===== src/rtl/window_broadcaster_pkg.sv =====
// Shared definitions for the window broadcaster: widths, state encoding, helpers.
package window_broadcaster_pkg;

  localparam int unsigned DATA_W_DEF = 16;
  localparam int unsigned ADDR_W_DEF = 16;
  localparam int unsigned COORD_W    = 8;

  typedef logic [COORD_W-1:0] coord_t;
  typedef logic [1:0]         state_t;

  localparam state_t ST_IDLE  = 2'd0;
  localparam state_t ST_SCAN  = 2'd1;
  localparam state_t ST_DRAIN = 2'd2;
  localparam state_t ST_FIN   = 2'd3;

  // A window with either bound pair inverted contains no coordinates.
  function automatic logic window_empty(input coord_t xmn, input coord_t xmx,
                                        input coord_t ymn, input coord_t ymx);
    return (xmn > xmx) || (ymn > ymx);
  endfunction

endpackage


===== src/rtl/window_broadcaster_scanner.sv =====
// Raster walker over the latched window: coordinates, last detection, image hit and address.
module window_scanner
  import window_broadcaster_pkg::*;
#(
  parameter int unsigned ADDR_W = ADDR_W_DEF
) (
  input  logic               clk,
  input  logic               rst,
  input  logic               load,
  input  logic               step,
  input  logic [7:0]         x_min,
  input  logic [7:0]         x_max,
  input  logic [7:0]         y_min,
  input  logic [7:0]         y_max,
  input  logic [1:0]         padding,
  input  logic [7:0]         image_dim,
  output logic [7:0]         cx,
  output logic [7:0]         cy,
  output logic               in_img,
  output logic               last,
  output logic [ADDR_W-1:0]  addr
);

  coord_t     xmn_l;
  coord_t     xmx_l;
  coord_t     ymx_l;
  logic [1:0] pad_l;
  coord_t     dim_l;

  logic [8:0]  cx9;
  logic [8:0]  cy9;
  logic [8:0]  pad9;
  logic [8:0]  lim9;
  logic [7:0]  rx;
  logic [7:0]  ry;
  logic [15:0] prod;
  logic [15:0] sum16;

  // Latch the window on load, then walk it in raster order one step per cycle.
  always_ff @(posedge clk) begin
    if (rst) begin
      xmn_l <= '0;
      xmx_l <= '0;
      ymx_l <= '0;
      pad_l <= '0;
      dim_l <= '0;
      cx    <= '0;
      cy    <= '0;
    end else if (load) begin
      xmn_l <= x_min;
      xmx_l <= x_max;
      ymx_l <= y_max;
      pad_l <= padding;
      dim_l <= image_dim;
      cx    <= x_min;
      cy    <= y_min;
    end else if (step) begin
      if (cx == xmx_l) begin
        cx <= xmn_l;
        cy <= cy + 8'd1;
      end else begin
        cx <= cx + 8'd1;
      end
    end
  end

  // Image-hit test at 9 bits so dim+pad and the bounds never wrap; address is row-major unpadded.
  always_comb begin
    cx9    = {1'b0, cx};
    cy9    = {1'b0, cy};
    pad9   = {7'b0, pad_l};
    lim9   = {1'b0, dim_l} + pad9;
    in_img = (cx9 >= pad9) && (cx9 < lim9) && (cy9 >= pad9) && (cy9 < lim9);
    last   = (cx == xmx_l) && (cy == ymx_l);
    rx     = cx - {6'b0, pad_l};
    ry     = cy - {6'b0, pad_l};
    prod   = {8'b0, ry} * {8'b0, dim_l};
    sum16  = prod + {8'b0, rx};
    addr   = ADDR_W'(sum16);
  end

endmodule


===== src/rtl/window_broadcaster.sv =====
// Window broadcaster: scans the padded window per round and broadcasts tagged pixels.
module window_broadcaster
  import window_broadcaster_pkg::*;
#(
  parameter int unsigned DATA_W = DATA_W_DEF,
  parameter int unsigned ADDR_W = ADDR_W_DEF
) (
  input  logic              clk,
  input  logic              rst,
  input  logic [7:0]        image_dim,
  input  logic [1:0]        padding,
  input  logic [7:0]        x_min,
  input  logic [7:0]        x_max,
  input  logic [7:0]        y_min,
  input  logic [7:0]        y_max,
  input  logic              round,
  output logic [ADDR_W-1:0] mem_addr,
  output logic              mem_en,
  input  logic [DATA_W-1:0] mem_data,
  output logic [7:0]        bcast_x,
  output logic [7:0]        bcast_y,
  output logic [DATA_W-1:0] bcast_pixel,
  output logic              bcast_valid,
  output logic              bcast_busy,
  output logic              bcast_done,
  output logic              overrun
);

  state_t            state;
  state_t            state_n;
  logic              round_q;
  logic              start;
  logic              accept;
  logic              issue;
  logic [7:0]        cx;
  logic [7:0]        cy;
  logic              in_img;
  logic              last;
  logic [ADDR_W-1:0] scan_addr;
  logic [ADDR_W-1:0] addr_q;
  logic              in_img_q;

  assign start  = round && !round_q;
  // FIN is accepted as idle-equivalent so back-to-back rounds lose no cycle.
  assign accept = start && ((state == ST_IDLE) || (state == ST_FIN));
  assign issue  = (state == ST_SCAN);

  window_scanner #(.ADDR_W(ADDR_W)) u_scanner (
    .clk       (clk),
    .rst       (rst),
    .load      (accept),
    .step      (issue),
    .x_min     (x_min),
    .x_max     (x_max),
    .y_min     (y_min),
    .y_max     (y_max),
    .padding   (padding),
    .image_dim (image_dim),
    .cx        (cx),
    .cy        (cy),
    .in_img    (in_img),
    .last      (last),
    .addr      (scan_addr)
  );

  // Round edge detection, state register and sticky overrun.
  always_ff @(posedge clk) begin
    if (rst) begin
      round_q <= 1'b0;
      state   <= ST_IDLE;
      overrun <= 1'b0;
    end else begin
      round_q <= round;
      state   <= state_n;
      if (start && ((state == ST_SCAN) || (state == ST_DRAIN))) begin
        overrun <= 1'b1;
      end
    end
  end

  // Next-state: start (from IDLE or FIN) -> SCAN or straight to FIN when empty.
  always_comb begin
    state_n = state;
    case (state)
      ST_IDLE: begin
        if (accept) begin
          state_n = window_empty(x_min, x_max, y_min, y_max) ? ST_FIN : ST_SCAN;
        end
      end
      ST_SCAN: begin
        if (last) begin
          state_n = ST_DRAIN;
        end
      end
      ST_DRAIN: state_n = ST_FIN;
      ST_FIN: begin
        if (accept) begin
          state_n = window_empty(x_min, x_max, y_min, y_max) ? ST_FIN : ST_SCAN;
        end else begin
          state_n = ST_IDLE;
        end
      end
      default: state_n = ST_IDLE;
    endcase
  end

  // One-cycle output pipeline; the address register holds across padding coordinates.
  always_ff @(posedge clk) begin
    if (rst) begin
      addr_q      <= '0;
      bcast_valid <= 1'b0;
      bcast_x     <= '0;
      bcast_y     <= '0;
      in_img_q    <= 1'b0;
    end else begin
      if (issue && in_img) begin
        addr_q <= scan_addr;
      end
      bcast_valid <= issue;
      bcast_x     <= issue ? cx : '0;
      bcast_y     <= issue ? cy : '0;
      in_img_q    <= issue && in_img;
    end
  end

  // Memory strobe/address for the coordinate issued this cycle; padding beats carry zero.
  always_comb begin
    mem_en      = issue && in_img;
    mem_addr    = mem_en ? scan_addr : addr_q;
    bcast_pixel = in_img_q ? mem_data : '0;
    bcast_busy  = (state != ST_IDLE);
    bcast_done  = (state == ST_FIN);
  end

endmodule


===== config.mk =====
export PLATFORM = sky130hd
export DESIGN_NAME = window_broadcaster
export DESIGN_NICKNAME = d
export VERILOG_FILES = /design/src/rtl/window_broadcaster_pkg.sv /design/src/rtl/window_broadcaster_scanner.sv /design/src/rtl/window_broadcaster.sv
export SDC_FILE = /design/constraint.sdc
export NUM_CORES = 1
export LEC_CHECK = 0
export CAP_MARGIN = 20
export CELL_PAD_IN_SITES_DETAIL_PLACEMENT = 1
export CELL_PAD_IN_SITES_GLOBAL_PLACEMENT = 1
export CORE_ASPECT_RATIO = 1.25
export CORE_UTILIZATION = 30
export CTS_BUF_LIST = sky130_fd_sc_hd__clkbuf_16
export DETAILED_ROUTE_END_ITERATION = 7
export PLACE_DENSITY_LB_ADDON = 0.1
export SETUP_SLACK_MARGIN = 0.1
export SLEW_MARGIN = 10
export SYNTH_ARGS = -nofsm -noshare
export SYNTH_HDL_FRONTEND = slang
export SYNTH_SLANG_ARGS = --single-unit

===== constraint.sdc =====
create_clock -name clk -period 10 [get_ports clk]
set_clock_uncertainty 0.05 [all_clocks]
set_input_delay 1 -clock clk [delete_from_list [all_inputs] [get_ports clk]]
set_output_delay 1 -clock clk [all_outputs]
set_load 0.02 [all_outputs]

==> results of run 1 <==
==> critical path, stage by stage, from the launching register on <==
cell and delay [ps]:
sky130_fd_sc_hd__dfxtp_1 380, sky130_fd_sc_hd__inv_1 130, sky130_fd_sc_hd__ha_1 150, sky130_fd_sc_hd__inv_1 50, sky130_fd_sc_hd__fa_1 400, sky130_fd_sc_hd__nor3_1 260, sky130_fd_sc_hd__nand2_1 150, sky130_fd_sc_hd__xnor2_1 550
sky130_fd_sc_hd__nand2_1 160, sky130_fd_sc_hd__fa_1 530, sky130_fd_sc_hd__inv_1 50, sky130_fd_sc_hd__fa_1 490, sky130_fd_sc_hd__inv_1 50, sky130_fd_sc_hd__fa_1 460, sky130_fd_sc_hd__fa_1 540, sky130_fd_sc_hd__inv_1 40
sky130_fd_sc_hd__ha_1 350, sky130_fd_sc_hd__a21o_1 220, sky130_fd_sc_hd__a211o_1 300, sky130_fd_sc_hd__o21ai_0 370, sky130_fd_sc_hd__nor3_1 120, sky130_fd_sc_hd__o31ai_2 300, sky130_fd_sc_hd__nand2_1 90, sky130_fd_sc_hd__clkdlybuf4s50_1 530
==> power breakdown <==
| group | total [mW] | switching, mW | internal (mW) |
|---|---|---|---|
| Sequential | 0.515 | 0.103 | 0.412 |
| Combinational | 1.16 | 0.679 | 0.485 |
| Clock | 0.367 | 0.151 | 0.215 |
==> synthesized netlist by cell type, types with 3 or more instances <==
cell,count
sky130_fd_sc_hd__a211o_1,4
sky130_fd_sc_hd__a211oi_1,11
sky130_fd_sc_hd__a21o_1,9
sky130_fd_sc_hd__a21oi_1,65
sky130_fd_sc_hd__a221o_1,4
sky130_fd_sc_hd__a31o_2,3
sky130_fd_sc_hd__and2_1,57
sky130_fd_sc_hd__and3_1,17
sky130_fd_sc_hd__clkbuf_1,37
sky130_fd_sc_hd__dfxtp_1,88
sky130_fd_sc_hd__fa_1,47
sky130_fd_sc_hd__ha_1,79
sky130_fd_sc_hd__inv_1,97
sky130_fd_sc_hd__mux2_4,9
sky130_fd_sc_hd__mux2i_1,5
sky130_fd_sc_hd__nand2_1,129
sky130_fd_sc_hd__nand2b_1,7
sky130_fd_sc_hd__nand3_1,8
sky130_fd_sc_hd__nand4_1,13
sky130_fd_sc_hd__nor2_1,31
sky130_fd_sc_hd__nor2b_1,14
sky130_fd_sc_hd__nor3_1,16
sky130_fd_sc_hd__o211ai_1,4
sky130_fd_sc_hd__o21a_1,8
sky130_fd_sc_hd__o21ai_0,19
sky130_fd_sc_hd__o221ai_1,3
sky130_fd_sc_hd__xnor2_1,32
sky130_fd_sc_hd__xor2_1,17
==> layout make-up <==
type	count	area, sq um	share of cell area
clock inverter	5	76.32	0.008384
tap	325	406.6	0.04467
timing repair buffer	118	1176	0.1292
sequential	88	1762	0.1935
clock buffer	9	225.2	0.02474
inverter	98	375.4	0.04123
multi-input combinational	643	5082	0.5583
==> cells by family after synthesis <==
| kind of cell | after synthesis | share of synthesized area |
|---|---|---|
| fa+ha+maj | 126 | 0.2606 |
| compound gates | 148 | 0.1345 |
| mux | 17 | 0.02958 |
| simple gates | 303 | 0.2025 |
| flops | 88 | 0.2380 |
| buf+inv | 141 | 0.07689 |
| xor+xnor | 49 | 0.05797 |
==> layer usage <==
layer / share of wire / wire [um]
met3: 0.030 / 630
met1: 0.41 / 8667
met5: 0 / 0
met4: 0.012 / 246
met2: 0.54 / 11360
==> stage by stage <==
stage | hold WS (ps) | utilization | std cells | setup slack (ps) | instance area [sq um]
floorplan | 383.2 | - | 872 | 3329 | 7403
global placement | 393.0 | 0.3665 | 1271 | 2319 | 8782
detailed placement | 401.3 | 0.3673 | 1272 | 2208 | 8802
CTS | 410.5 | 0.3799 | 1286 | 1802 | 9104
global route | 427.6 | 0.3799 | 1286 | 1436 | 9104
finish | 406.9 | 0.3799 | 1286 | 1900 | 9104
==> sequential cells by signal (all words and copies together), names as in the netlist <==
| register | flops |
|---|---|
| bcast_x | 8 |
| addr_q | 16 |
| u_scanner.xmn_l | 8 |
| state | 2 |
| u_scanner.cx | 8 |
| bcast_y | 8 |
| u_scanner.pad_l | 2 |
| u_scanner.xmx_l | 8 |
| u_scanner.cy | 8 |
| in_img_q | 1 |
| u_scanner.ymx_l | 8 |
| u_scanner.dim_l | 8 |
| round_q | 1 |
| bcast_valid | 1 |
| overrun | 1 |
==> final timing paths <==
check,end,from
worst max-delay path,mem_addr[14],u_scanner.cy[0]$_SDFFE_PP0P_
worst min register to register,u_scanner.xmn_l[4]$_SDFFE_PP0P_,u_scanner.xmn_l[4]$_SDFFE_PP0P_
worst min-delay path,u_scanner.xmn_l[4]$_SDFFE_PP0P_,u_scanner.xmn_l[4]$_SDFFE_PP0P_
worst max register to register,addr_q[14]$_SDFF_PP0_,u_scanner.cy[0]$_SDFFE_PP0P_
==> layout by cell type (no fill, tap or decap), drive strengths merged, types with 3 or more instances in the layout <==
master           n
a211o            4
a211oi          12
a21o             9
a21oi           66
a221o            4
a31o             3
and2            57
and3            17
buf              6
clkbuf           9
clkdlybuf4s50  112
dfxtp           88
fa              47
ha              79
inv            100
mux2            12
mux2i            5
nand2          129
nand2b           7
nand3            9
nand4           14
nor2            32
nor2b           14
nor3            16
nor4             3
o211ai           4
o21a             8
o21ai           20
o221ai           4
o31ai            3
xnor2           32
xor2            17
==> implementation parameters, run 1 <==
Parameter                              Value

Floorplanning
  Horizontal extent of the die ... 142.5 um
  Std-Cell Core Area ... 23,960 sq um
  Top-Level Pins ... 114
  Rows ... 63
  Height of the die ... 177.6 um
  Starting density of the core ... 0.3089
  Overall die area ... 25,310 sq um

Synth
  Main flop type after synthesis ... sky130_fd_sc_hd__dfxtp_1
  Fraction of synthesized cell area taken by the top area cell type ... 0.2380
  Synthesis warning total ... 0
  Share of synthesized flip-flops with an asynchronous set or reset ... 0
  Syn avg cell area ... 8.490 sq um
  Count of state elements after synthesis ... 88
  Summed instance area of the synthesized netlist ... 7403 sq um
  Sequential cell area fraction in the yosys report ... 0.2380
  Synthesized netlist net count ... 1,059
  Dominant cell type by area after synthesis ... sky130_fd_sc_hd__dfxtp_1
  Cell types occupying the most area after synthesis ... sky130_fd_sc_hd__dfxtp_1 (24%), sky130_fd_sc_hd__ha_1 (13%), sky130_fd_sc_hd__fa_1 (13%), sky130_fd_sc_hd__nand2_1 (6.5%), sky130_fd_sc_hd__inv_1 (4.9%)
  Post-synthesis instance total ... 872
  Count of distinct cell types in the synthesized netlist ... 63
  Number of enable-type register cells in the synthesized netlist ... 0

Power
  Worst VDD drop ... 0.1318 mV
  Leak Pwr ... 4.068 nW
  Post-route total power ... 2.047 mW
  Power density relative to cell area ... 224.8 nW/um^2

Setup path
  Arrival time at the worst endpoint ... 7050 ps
  Flop-to-flop setup slack ... 3650 ps
  Type of the setup path with the least slack ... flop to primary output
  Highest fanout seen on the critical path ... 8
  R2r worst-path depth ... 22
  Setup crit end kind ... primary output
  Startpoint class of the critical path ... flop
  Required arrival time at the worst endpoint ... 8950 ps

STA
  RSZ-0062 raised after global routing ... false
  Part of the cycle the worst path needs ... 0.8100
  Setup violation total in the final timing report ... 0
  Number of max-slew violations in the final report ... 0
  F_max ... 0.1235 GHz
  Post-layout min period ... 8100 ps
  Pin slew with the least headroom to its limit ... 869.3 ps
  Setup Total Neg Slack ... 0 ps
  Remaining max-slew budget at the tightest pin ... 0.4205
  Hold Vio Cnt, Final ... 0

Global route
  Aggregate global-route resource usage ... 0.1754
  First-pass GRT wire length ... 33,960 um
  Largest net degree at the start of global routing ... 71
  Antenna violations before repair ... 0
  Met2 track demand over resource in global routing ... 0.3474
  Global Route met3 Usage ... 0.02833
  Global routing's busiest layer ... met2
  GR met1 Demand/Resource ... 0.1904
  Remaining Overflow, GRT ... 0
  Vias in the first global route ... 6,601

CTS
  Sinks on Clock Net ... 88
  Root Driver ... sky130_fd_sc_hd__clkbuf_16
  Number of buffers created by CTS ... 9
  Source-to-sink clock delay at the later pin of the worst-skew pair ... 360 ps
  # Post-CTS Setup Buffers ... 0
  Number of H-tree branching levels ... 3
  Maximum root-to-sink buffer count ... 2
  Hold bufs inserted after CTS ... 0
  Worst-path clk slew ... 70 ps
  TritonCTS clock tree ... yes
  Cts repair resizes ... 0

Placed design
  Number of buffer cells added on primary ports ... 113
  GPL Wtd Cong ... 0.8132
  Post-detail-place hpwl ... 16,620 um

Cells and area
  Final-layout fill cell count ... 2,874
  Area delta synth->final ... 22.97%
  Number of nets in the finished design ... 1,145
  Fraction of layout instances using a drive strength above 1 ... 0.05099
  Ant. Diodes ... 0

Hold path
  Min-Delay Path Depth ... 2
  Hold/Removal Path Class ... flop to flop

Drt
  First-iteration detailed-routing DRC count ... 150
  Count of vias placed by the detailed router ... 6,156
  Detailed-route DRC error count ... 0
  Vias per inst ... 4.787
  Routed wire length ... 20,900 um
  Number of search-and-repair iterations in the first detailed-routing pass ... 4
  Post-DRT Antenna Nets ... 0
  Average detailed-routed wire length per instance ... 16.25 um

Flow run
  Maxcap violations ... 0

Run status
  Status ... complete, no violations
No activity file was read; power rests on OpenSTA's default activity.
==> run 2: changes to the inputs <==
==> constraint.sdc (replaced) <==
create_clock -name clk -period 8.1 [get_ports clk]
set_clock_uncertainty 0.05 [all_clocks]
set_input_delay 0.81 -clock clk [delete_from_list [all_inputs] [get_ports clk]]
set_output_delay 0.81 -clock clk [all_outputs]
set_load 0.02 [all_outputs]
==> run 2 against run 1 <==
  * Non-clock buffer count grew 5
  * Register-to-register slack lost 1500 ps
  * Setup slack lost 1400 ps
  * Critical path type unchanged
  * Total power grew 22%
  * Via count grew 0.88%
  * Core utilization grew 0.057 points
  * Cell count grew 0.54%
  * Sequential power grew 23%
  * Clock power grew 9.0%
==> implementation parameters, run 2 (synthesis gave the netlist of run 1 again) <==
Parameter                              Value

Flow run
  Maxcap violations ... 0

CTS
  Root Driver ... sky130_fd_sc_hd__clkbuf_16
  # Post-CTS Setup Buffers ... 0
  Number of buffers created by CTS ... 9
  Maximum root-to-sink buffer count ... 2
  Sinks on Clock Net ... 88
  Worst-path clk slew ... 70 ps
  Number of H-tree branching levels ... 3
  Cts repair resizes ... 1
  Source-to-sink clock delay at the later pin of the worst-skew pair ... 360 ps
  Hold bufs inserted after CTS ... 0
  TritonCTS clock tree ... yes

Power
  Leak Pwr ... 4.082 nW
  Worst VDD drop ... 0.2127 mV
  Post-route total power ... 2.499 mW
  Power density relative to cell area ... 274.1 nW/um^2

Cells and area
  Ant. Diodes ... 0
  Number of nets in the finished design ... 1,150
  Top library cells by usage in the layout, fill and taps aside ... sky130_fd_sc_hd__nand2_1 (129), sky130_fd_sc_hd__clkdlybuf4s50_1 (112), sky130_fd_sc_hd__inv_1 (97), sky130_fd_sc_hd__dfxtp_1 (88), sky130_fd_sc_hd__ha_1 (79)
  Final-layout fill cell count ... 2,906
  Core utilization of the finished layout ... 0.3805
  Most common cell after layout, fill and taps aside ... sky130_fd_sc_hd__nand2_1
  Area delta synth->final ... 23.15%
  Final cell count without fillers ... 1,293
  Area of the multi-input gates ... 5101 sq um
  Max FFs per register ... 16
  Fraction of layout instances using a drive strength above 1 ... 0.06095
  Area of all sequential standard cells ... 1762 sq um
  Largest Register ... addr_q
  Final std cell area, no fill ... 9117 sq um

Floorplanning
  Rows ... 63
  Std-Cell Core Area ... 23,960 sq um
  Starting density of the core ... 0.3089
  Height of the die ... 177.6 um
  Overall die area ... 25,310 sq um
  Horizontal extent of the die ... 142.5 um
  Top-Level Pins ... 114

Placed design
  Post-detail-place hpwl ... 16,430 um
  Placed inst area ... 8827 sq um
  Inst Count DP ... 1,277
  GPL Wtd Cong ... 0.8004
  Number of buffer cells added on primary ports ... 113

Global route
  Largest net degree at the start of global routing ... 71
  Aggregate global-route resource usage ... 0.1761
  Antenna violations before repair ... 0
  Global Route met3 Usage ... 0.02455
  Remaining Overflow, GRT ... 0
  First-pass GRT wire length ... 34,340 um
  Global routing's busiest layer ... met2
  GR met1 Demand/Resource ... 0.1930
  Met2 track demand over resource in global routing ... 0.3442
  Vias in the first global route ... 6,700

STA
  Setup violation total in the final timing report ... 0
  Part of the cycle the worst path needs ... 0.9328
  RSZ-0062 raised after global routing ... false
  F_max ... 0.1324 GHz
  Pin slew with the least headroom to its limit ... 855.4 ps
  Number of max-slew violations in the final report ... 0
  Remaining max-slew budget at the tightest pin ... 0.4298
  Post-layout min period ... 7555 ps
  Setup Total Neg Slack ... 0 ps
  Hold Vio Cnt, Final ... 0

Setup path
  Startpoint class of the critical path ... flop
  Launch instance of the worst register-to-register path ... u_scanner.cy[1]$_SDFFE_PP0P_
  Required arrival time at the worst endpoint ... 7240 ps
  R2r worst-path depth ... 20
  Worst r2r dst ... addr_q[14]$_SDFF_PP0_
  Flop-to-flop setup slack ... 2110 ps
  Highest fanout seen on the critical path ... 9
  Setup crit end kind ... primary output
  Type of the setup path with the least slack ... flop to primary output
  Arrival time at the worst endpoint ... 6700 ps

Drt
  Routed wire length ... 20,780 um
  Post-DRT Antenna Nets ... 0
  Vias per inst ... 4.803
  Detailed-route DRC error count ... 0
  Average detailed-routed wire length per instance ... 16.07 um
  First-iteration detailed-routing DRC count ... 120
  Count of vias placed by the detailed router ... 6,210
  Number of search-and-repair iterations in the first detailed-routing pass ... 4

Hold path
  Beginning of the worst hold path ... u_scanner.xmn_l[5]$_SDFFE_PP0P_
  Hold/Removal Path Class ... flop to flop
  End point of the most critical hold path ... u_scanner.xmn_l[5]$_SDFFE_PP0P_
  Min-Delay Path Depth ... 2

Run status
  Status ... complete, no violations
## run 2: changes by cell type in the layout (fill, tap and decap cells not counted), moves of 2 or more
cell                        delta
sky130_fd_sc_hd__bufinv_16     -2
sky130_fd_sc_hd__buf_4         +6
sky130_fd_sc_hd__clkinv_2      +4
sky130_fd_sc_hd__inv_1         -2
## run 2: cell type report
class / count / share of cell area
Multi-Input combinational cell: 643 / 0.5595
Sequential cell: 88 / 0.1932
Timing Repair Buffer: 123 / 0.1317
Tap cell: 325 / 0.04460
Inverter: 98 / 0.04117
Clock buffer: 9 / 0.02470
Clock inverter: 7 / 0.005078
## run 2: worst max path at each step
stage | start | to | slack, ps
2_1_floorplan | u_scanner.cy[0]$_SDFFE_PP0P_ | mem_addr[14] | 1620
3_3_place_gp | u_scanner.cy[0]$_SDFFE_PP0P_ | mem_addr[14] | 600
3_5_place_dp | u_scanner.cy[0]$_SDFFE_PP0P_ | mem_addr[14] | 500
4_1_cts | u_scanner.cy[0]$_SDFFE_PP0P_ | mem_addr[14] | 280
5_1_grt | u_scanner.cy[0]$_SDFFE_PP0P_ | mem_addr[14] | 120
6_report | u_scanner.cy[1]$_SDFFE_PP0P_ | mem_addr[14] | 540
## run 2: metrics by stage
step                      hold WS, ps  worst slack [ps]
after floorplan                 383.2              1619
after global placement          393.8             600.2
after detailed placement        404.7             496.6
after CTS                       414.1             275.5
after global routing            430.1             121.2
final                           409.3             544.6
## run 2: routing by layer
| metal | up-vias | wire length [um] |
|---|---|---|
| met1 | 3028 | 8638 |
| met2 | 95 | 11250 |
| met3 | 24 | 549 |
| met5 | - | 0 |
| li1 | 3063 | - |
| met4 | 0 | 340 |
## run 2: critical path, stage by stage, from the launching register on
cell and delay, ps:
sky130_fd_sc_hd__dfxtp_1 560, sky130_fd_sc_hd__ha_1 320, sky130_fd_sc_hd__a21o_1 180, sky130_fd_sc_hd__nor4_1 380, sky130_fd_sc_hd__nand2_1 120, sky130_fd_sc_hd__xnor2_1 150
sky130_fd_sc_hd__buf_4 170, sky130_fd_sc_hd__and2_1 160, sky130_fd_sc_hd__fa_1 500, sky130_fd_sc_hd__fa_1 440, sky130_fd_sc_hd__fa_1 550, sky130_fd_sc_hd__inv_1 50
sky130_fd_sc_hd__fa_1 520, sky130_fd_sc_hd__inv_1 40, sky130_fd_sc_hd__ha_1 370, sky130_fd_sc_hd__a21o_1 220, sky130_fd_sc_hd__a211o_1 280, sky130_fd_sc_hd__o21ai_1 280
sky130_fd_sc_hd__nor3_1 110, sky130_fd_sc_hd__o31ai_2 300, sky130_fd_sc_hd__nand2_1 90, sky130_fd_sc_hd__clkdlybuf4s50_1 540
## run 2: where the power goes
| part | switching, mW | internal [mW] | total, mW | leakage [nW] |
|---|---|---|---|---|
| combinational | 0.847 | 0.618 | 1.47 | 3.23 |
| clock | 0.192 | 0.208 | 0.400 | 0.139 |
| sequential | 0.125 | 0.509 | 0.633 | 0.717 |
